===== src/rtl/rs232_tx_fifo_if.sv =====
// Write-side bundle of the buffered RS232 transmitter: character strobe/data
// towards the FIFO and occupancy status back to the producer.
interface rs232_tx_fifo_if #(
    parameter int DATA_BITS  = 8,
    parameter int FIFO_DEPTH = 16
);
    logic                          wr_en;
    logic [DATA_BITS-1:0]          wr_data;
    logic                          full;
    logic                          empty;
    logic [$clog2(FIFO_DEPTH):0]   count;

    modport master (output wr_en, output wr_data, input full, input empty, input count);
    modport slave  (input wr_en, input wr_data, output full, output empty, output count);
endinterface


===== src/rtl/rs232_tx_fifo.sv =====
// Buffered RS232 transmitter: characters queue in a small FIFO and are sent as
// start / LSB-first data / optional parity / stop frames on a registered TX line.
module rs232_tx_fifo #(
    parameter int CLKSPD     = 100000000,
    parameter int BAUD       = 115200,
    parameter int DATA_BITS  = 8,
    parameter int PARITY     = 0,
    parameter int STOP_BITS  = 1,
    parameter int FIFO_DEPTH = 16
) (
    input  logic            clk,
    input  logic            rst,
    rs232_tx_fifo_if.slave  wif,
    output logic            TX,
    output logic            busy,
    output logic            SentCLK
);
    localparam int DIV = CLKSPD / BAUD;
    localparam int CW  = $clog2(DIV);
    localparam int PW  = $clog2(FIFO_DEPTH);
    localparam int CNW = PW + 1;
    localparam int BW  = $clog2(DATA_BITS);

    typedef enum logic [2:0] {IDLE, START, DATA, PAR, STOP} state_t;

    state_t               state_q, state_d;
    logic [CW-1:0]        baud_q, baud_d;
    logic [BW-1:0]        bit_q, bit_d;
    logic [DATA_BITS-1:0] shift_q, shift_d;
    logic                 par_q, par_d;
    logic                 tx_q, tx_d;
    logic                 sent_q, sent_d;
    logic                 busy_q, busy_d;
    logic [PW-1:0]        wr_ptr_q, wr_ptr_d;
    logic [PW-1:0]        rd_ptr_q, rd_ptr_d;
    logic [CNW-1:0]       count_q, count_d;
    logic                 full_q, full_d;
    logic                 empty_q, empty_d;
    logic [DATA_BITS-1:0] mem_q [FIFO_DEPTH];

    logic                 wr_acc_s;
    logic                 pop_s;
    logic                 bound_s;
    logic [DATA_BITS-1:0] head_s;

    // Line value of the parity bit: 1 when the data ones-count needs padding.
    function automatic logic parity_bit(input logic [DATA_BITS-1:0] d);
        case (PARITY)
            1:       return ~(^d);
            2:       return ^d;
            default: return 1'b0;
        endcase
    endfunction

    assign head_s  = mem_q[rd_ptr_q];
    assign bound_s = (baud_q == CW'(DIV - 1));

    // FIFO pointer and occupancy update; full is judged before the edge.
    always_comb begin
        wr_acc_s = wif.wr_en & ~full_q;
        if (wr_acc_s) begin
            wr_ptr_d = wr_ptr_q + PW'(1);
        end else begin
            wr_ptr_d = wr_ptr_q;
        end
        if (pop_s) begin
            rd_ptr_d = rd_ptr_q + PW'(1);
        end else begin
            rd_ptr_d = rd_ptr_q;
        end
        case ({wr_acc_s, pop_s})
            2'b10:   count_d = count_q + CNW'(1);
            2'b01:   count_d = count_q - CNW'(1);
            default: count_d = count_q;
        endcase
        full_d  = (count_d == CNW'(FIFO_DEPTH));
        empty_d = (count_d == CNW'(0));
    end

    // Frame sequencer: next state, bit timing, pop request and next line value.
    always_comb begin
        state_d = state_q;
        baud_d  = baud_q;
        bit_d   = bit_q;
        shift_d = shift_q;
        par_d   = par_q;
        sent_d  = 1'b0;
        pop_s   = 1'b0;
        case (state_q)
            IDLE: begin
                baud_d = CW'(0);
                bit_d  = BW'(0);
                if (!empty_q) begin
                    pop_s   = 1'b1;
                    shift_d = head_s;
                    par_d   = parity_bit(head_s);
                    state_d = START;
                end else begin
                    state_d = IDLE;
                end
            end
            START: begin
                if (bound_s) begin
                    baud_d  = CW'(0);
                    bit_d   = BW'(0);
                    state_d = DATA;
                end else begin
                    baud_d = baud_q + CW'(1);
                end
            end
            DATA: begin
                if (bound_s) begin
                    baud_d  = CW'(0);
                    shift_d = shift_q >> 1;
                    if (bit_q == BW'(DATA_BITS - 1)) begin
                        bit_d   = BW'(0);
                        state_d = (PARITY != 0) ? PAR : STOP;
                    end else begin
                        bit_d = bit_q + BW'(1);
                    end
                end else begin
                    baud_d = baud_q + CW'(1);
                end
            end
            PAR: begin
                if (bound_s) begin
                    baud_d  = CW'(0);
                    bit_d   = BW'(0);
                    state_d = STOP;
                end else begin
                    baud_d = baud_q + CW'(1);
                end
            end
            STOP: begin
                if (bound_s) begin
                    baud_d = CW'(0);
                    if (bit_q == BW'(STOP_BITS - 1)) begin
                        bit_d  = BW'(0);
                        sent_d = 1'b1;
                        // Chain straight into the next frame with no idle gap.
                        if (!empty_q) begin
                            pop_s   = 1'b1;
                            shift_d = head_s;
                            par_d   = parity_bit(head_s);
                            state_d = START;
                        end else begin
                            state_d = IDLE;
                        end
                    end else begin
                        bit_d = bit_q + BW'(1);
                    end
                end else begin
                    baud_d = baud_q + CW'(1);
                end
            end
            default: begin
                state_d = IDLE;
                baud_d  = CW'(0);
                bit_d   = BW'(0);
            end
        endcase
        case (state_d)
            START:   tx_d = 1'b0;
            DATA:    tx_d = shift_d[0];
            PAR:     tx_d = par_d;
            default: tx_d = 1'b1;
        endcase
        busy_d = (state_d != IDLE);
    end

    // State, timing, FIFO control and output registers.
    always_ff @(posedge clk) begin
        if (rst) begin
            state_q  <= IDLE;
            baud_q   <= CW'(0);
            bit_q    <= BW'(0);
            shift_q  <= {DATA_BITS{1'b0}};
            par_q    <= 1'b0;
            tx_q     <= 1'b1;
            sent_q   <= 1'b0;
            busy_q   <= 1'b0;
            wr_ptr_q <= PW'(0);
            rd_ptr_q <= PW'(0);
            count_q  <= CNW'(0);
            full_q   <= 1'b0;
            empty_q  <= 1'b1;
        end else begin
            state_q  <= state_d;
            baud_q   <= baud_d;
            bit_q    <= bit_d;
            shift_q  <= shift_d;
            par_q    <= par_d;
            tx_q     <= tx_d;
            sent_q   <= sent_d;
            busy_q   <= busy_d;
            wr_ptr_q <= wr_ptr_d;
            rd_ptr_q <= rd_ptr_d;
            count_q  <= count_d;
            full_q   <= full_d;
            empty_q  <= empty_d;
        end
    end

    // Character storage; contents are don't-care until written.
    always_ff @(posedge clk) begin
        if (wr_acc_s) begin
            mem_q[wr_ptr_q] <= wif.wr_data;
        end
    end

    assign TX        = tx_q;
    assign busy      = busy_q;
    assign SentCLK   = sent_q;
    assign wif.full  = full_q;
    assign wif.empty = empty_q;
    assign wif.count = count_q;
endmodule


===== src/flat_wrapper.sv =====
// flat-port wrapper written by rule: the top's interface ports become plain ports
module rs232_tx_fifo_flat 
#(
    parameter int CLKSPD     = 100000000,
    parameter int BAUD       = 115200,
    parameter int DATA_BITS  = 8,
    parameter int PARITY     = 0,
    parameter int STOP_BITS  = 1,
    parameter int FIFO_DEPTH = 16
)
  (clk, rst, TX, busy, SentCLK, wif_wr_en, wif_wr_data, wif_full, wif_empty, wif_count);
  rs232_tx_fifo_if #(.DATA_BITS(DATA_BITS), .FIFO_DEPTH(FIFO_DEPTH)) wif_i ();
  input  logic clk;
  input  logic rst;
  output logic TX;
  output logic busy;
  output logic SentCLK;
  input wire logic [$bits(wif_i.wr_en)-1:0] wif_wr_en;
  input wire logic [$bits(wif_i.wr_data)-1:0] wif_wr_data;
  output wire logic [$bits(wif_i.full)-1:0] wif_full;
  output wire logic [$bits(wif_i.empty)-1:0] wif_empty;
  output wire logic [$bits(wif_i.count)-1:0] wif_count;
  assign wif_i.wr_en = wif_wr_en;
  assign wif_i.wr_data = wif_wr_data;
  assign wif_full = wif_i.full;
  assign wif_empty = wif_i.empty;
  assign wif_count = wif_i.count;
  rs232_tx_fifo #(.CLKSPD(CLKSPD), .BAUD(BAUD), .DATA_BITS(DATA_BITS), .PARITY(PARITY), .STOP_BITS(STOP_BITS), .FIFO_DEPTH(FIFO_DEPTH)) u_core (.clk(clk), .rst(rst), .wif(wif_i), .TX(TX), .busy(busy), .SentCLK(SentCLK));
endmodule

===== config.mk =====
export PLATFORM = sky130hd
export DESIGN_NAME = rs232_tx_fifo_flat
export DESIGN_NICKNAME = d
export VERILOG_FILES = /design/src/rtl/rs232_tx_fifo_if.sv /design/src/rtl/rs232_tx_fifo.sv /design/src/flat_wrapper.sv
export SDC_FILE = /design/constraint.sdc
export NUM_CORES = 1
export LEC_CHECK = 0
export ABC_CLOCK_PERIOD_IN_PS = 3900
export CAP_MARGIN = 20
export CELL_PAD_IN_SITES_DETAIL_PLACEMENT = 1
export CELL_PAD_IN_SITES_GLOBAL_PLACEMENT = 2
export CORE_MARGIN = 3
export CORE_UTILIZATION = 41
export DETAILED_ROUTE_END_ITERATION = 8
export PLACE_DENSITY = 0.75
export SYNTH_ARGS = -nofsm -noshare
export SYNTH_HDL_FRONTEND = slang
export SYNTH_SLANG_ARGS = --single-unit

===== constraint.sdc =====
create_clock -name clk -period 3.9 [get_ports clk]
set_clock_uncertainty 0.2 [all_clocks]
set_input_delay 0.585 -clock clk [delete_from_list [all_inputs] [get_ports clk]]
set_output_delay 0.585 -clock clk [all_outputs]
set_load 0.005 [all_outputs]

==> key figures <==
Yosys
  – Syn Inst Count: around 460
  – Synth warn: 0
  – EDFF count, synth: 128
  – Yosys top cell by area: edfxtp_1
  – Synth top area share: 53.4%
  – Largest cells by area after synthesis: edfxtp_1 53%, dfxtp_1 13%, mux4_2 12%, nor2_1 3.3%, ha_1 1.9%
  – Syn_area_per_cell: 15.6 um2
  – Post-synth top cells: 128 x edfxtp_1, 64 x nor2_1, 47 x dfxtp_1
  – Synth Net Count: 484
  – Post-synthesis sequential area ratio: 66.5%
  – Top_reg_cell synth: edfxtp_1
  – Netlist cell types: 54
  – FFs w/ async S/R, synth: 0%
  – FF+latch count, synth: 175
  – Mapped Area: between 0.007 and 0.008 mm2
  – Most common cell in the netlist: edfxtp_1

Placement
  – DP Wirelength: 9840 um
  – Final RePlAce weighted congestion: ~0.83
  – Port Buf Inserts: 20

Critical path
  – Max stage delay on crit path: 0.51 ns
  – CP Class: reg -> reg
  – Crit path required time: 4.00 ns
  – Crit-path max FO: 7
  – Critical path cell sequence: ha_1 -> nand4bb_1 -> or4_4 -> a21oi_4 -> xor2_1 -> ha_1 -> a21oi_1 -> nor3b_1 -> mux2i_1 -> o41ai_1 -> or4_4 -> o21ai_2 -> a211oi_2
  – Slowest CP cell: or4_4
  – Worst setup EP type: flop
  – CP Launch Type: flop
  – Critical Path AT: 3.70 ns

Pwr
  – Sequential share of power: 43.6%
  – Max IR drop VDD: 0.363 mV
  – P_leak: between 2 and 3 nW
  – Sw frac: ~29%
  – Sw Pwr: 1.49 mW
  – Pwr Density: 626 mW/mm2
  – Comb pwr share: 23.8%
  – Clock group share of total power: 32.6%
  – Internal power: around 3.7 mW
  – Pwr Total: a little over 5 mW

Finish
  – Final nets: 509
  – Layout cells sized above 1: a little under a fifth
  – Area Growth Syn to Fin: 15.0%
  – Ant. Diodes: 0
  – Final-layout fill cell count: roughly 1.6k

Routing
  – Vias: 3886
  – DRT Pass-1 Iters: 5
  – Number of DRC markers in iteration 0: 202
  – Final wirelength: 14400 um
  – Wire per inst: 20.0 um
  – ANT nets after route: 0
  – # DRC: 0
  – Vias/cell: roughly 5.4

STA
  – Max-slew violations: 0
  – Actual slew at the worst max-slew pin: 0.851 ns
  – Final setup fails: 0
  – Fmax: 278 MHz
  – Hold Slack: about 0.27 ns
  – Slew headroom: 43.1%
  – TNS Setup: 0 ns
  – RSZ-0062 raised after global routing: no
  – Fin crit share: 92.2%
  – Final Hold Viols: 0
  – Period minus WS final: 3.60 ns

Die
  – Die Span X: ~140 um
  – Starting Density: 42.6%
  – Die Height: 138 um
  – DIE AREA: roughly 0.019 mm2
  – Core region area: 0.0169 mm2
  – IO Pins: 21
  – Cell row count: 47

CTS
  – Clk slew on worst S/H paths: ~0.070 ns
  – Post-CTS setup buffer count: 0
  – Clk Latency, worst-skew pair: around 0.43 ns
  – Worst-case clock buffer depth: 2
  – TritonCTS Buffers: 17
  – CTS root buffer: clkbuf_16
  – CTS H-tree lvls: 4
  – # clock sinks: 175
  – CTS tree: built

Min path
  – Worst hold path class: reg -> reg

Run
  – Max-Cap Viols: 0

Global route
  – Initial antenna violation count: 0
  – Largest net degree at the start of global routing: 33
  – First-pass GRT wire length: between 20000 and 25000 um
  – Vias in the first global route: around 4.2k
  – Congestion Overflow GR: 0
  – GR Util All Layers: 15.7%

Outcome
  – Status: completed
-- registers in the layout, summed over array words and instances (netlist names), 3 cells and up, named ones only --
signal and cells:
u_core.wif.count 5, u_core.wr_ptr_q 4, u_core.bit_q 3, u_core.mem_q 128
u_core.state_q 3, u_core.rd_ptr_q 4, u_core.shift_q 8, u_core.baud_q 10
-- cells in the final DEF (no fill, tap or decap), types with 6 or more instances in the layout --
master             n
edfxtp_1         128
nor2_1            64
dfxtp_1           46
mux4_2            39
nand2_1           20
clkdlybuf4s50_1   20
clkbuf_16         17
xor2_1            12
a21oi_1           11
ha_1              10
buf_4             10
nor3_1             8
nand3_1            8
inv_1              7
nand2b_1           7
nor3b_1            7
nor2b_1            6
mux2i_1            6
a222oi_1           6
-- repair_timing --
action	4_1_cts	5_1_grt
gates resized for setup	0	3
hold buffers	0	0
endpoints found under the setup margin	0	4
-- stage by stage --
| step | cells | instance area, um2 | worst slack, ns | util [%] |
|---|---|---|---|---|
| CTS | 720 | 8260 | 0.149 | 49.0 |
| global placement | 688 | 7660 | 0.219 | 45.4 |
| global route | 720 | 8270 | 0.0836 | 49.0 |
| floorplan | 462 | 7190 | 0.274 | - |
| finish | 720 | 8270 | 0.303 | 49.0 |
| detailed placement | 688 | 7660 | 0.0331 | 45.4 |
-- layout make-up --
type	count	area (um2)	share of cell area, %
Multi-Input combinational cell	254	2270	27.5
Clock buffer	18	429	5.19
Inverter	7	26.3	0.318
Clock inverter	14	168	2.03
Tap cell	220	275	3.33
Timing Repair Buffer	32	315	3.81
Sequential cell	175	4790	57.8
-- power groups by stage --
stage / combinational (mW) / sequential (mW) / clock, mW
4_1_cts: 1.24 / 2.26 / 1.73
5_1_grt: 1.35 / 2.28 / 1.81
3_3_place_gp: 1.20 / 2.29 / 0
6_report: 1.23 / 2.26 / 1.69
3_5_place_dp: 1.23 / 2.30 / 0
2_1_floorplan: 0.915 / 2.23 / 0
-- worst paths after layout --
kind / slack (ns) / depth (start not counted) / end / startpoint
max: 0.30 / 13 / u_core.wif.empty / u_core.baud_q[0]
min: 0.27 / 1 / u_core.baud_q[0] / u_core.baud_q[0]
max reg2reg: 0.30 / 13 / u_core.wif.empty / u_core.baud_q[0]
min reg2reg: 0.27 / 1 / u_core.baud_q[0] / u_core.baud_q[0]
-- critical path, delay by kind of cell (launching register included) --
family | cells | cell delay [ns]
multiplexers | 1 | 0.17
flip-flops | 1 | 0.37
XOR/XNOR | 1 | 0.10
adder cells (fa/ha/maj) | 2 | 0.44
AO/OA/AOI/OAI | 5 | 0.93
AND/OR/NAND/NOR | 4 | 1.27
-- layer usage --
layer | routed length (um) | global-route usage, % | vias to the layer above
met5 | 0 | 0 | -
met4 | 119 | 4.11 | 0
met3 | 424 | 3.94 | 12
met2 | 7240 | 25.7 | 50
met1 | 6600 | 21.0 | 1997
li1 | - | - | 1827
-- kinds of logic (layout without fill, tap and decap cells) --
| logic type | after synthesis | count (layout) | synth area share [%] |
|---|---|---|---|
| adders and majority gates | 11 | 11 | 1.91 |
| DFF | 175 | 175 | 66.5 |
| xor gates and xnor gates | 16 | 16 | 1.95 |
| and+or+nand+nor | 139 | 139 | 9.53 |
| AOI/OAI and AO/OA | 41 | 41 | 4.65 |
| muxes | 47 | 47 | 13.4 |
| buffers and inverters | 33 | 71 | 2.02 |
Power figures use the tool's default switching activity.
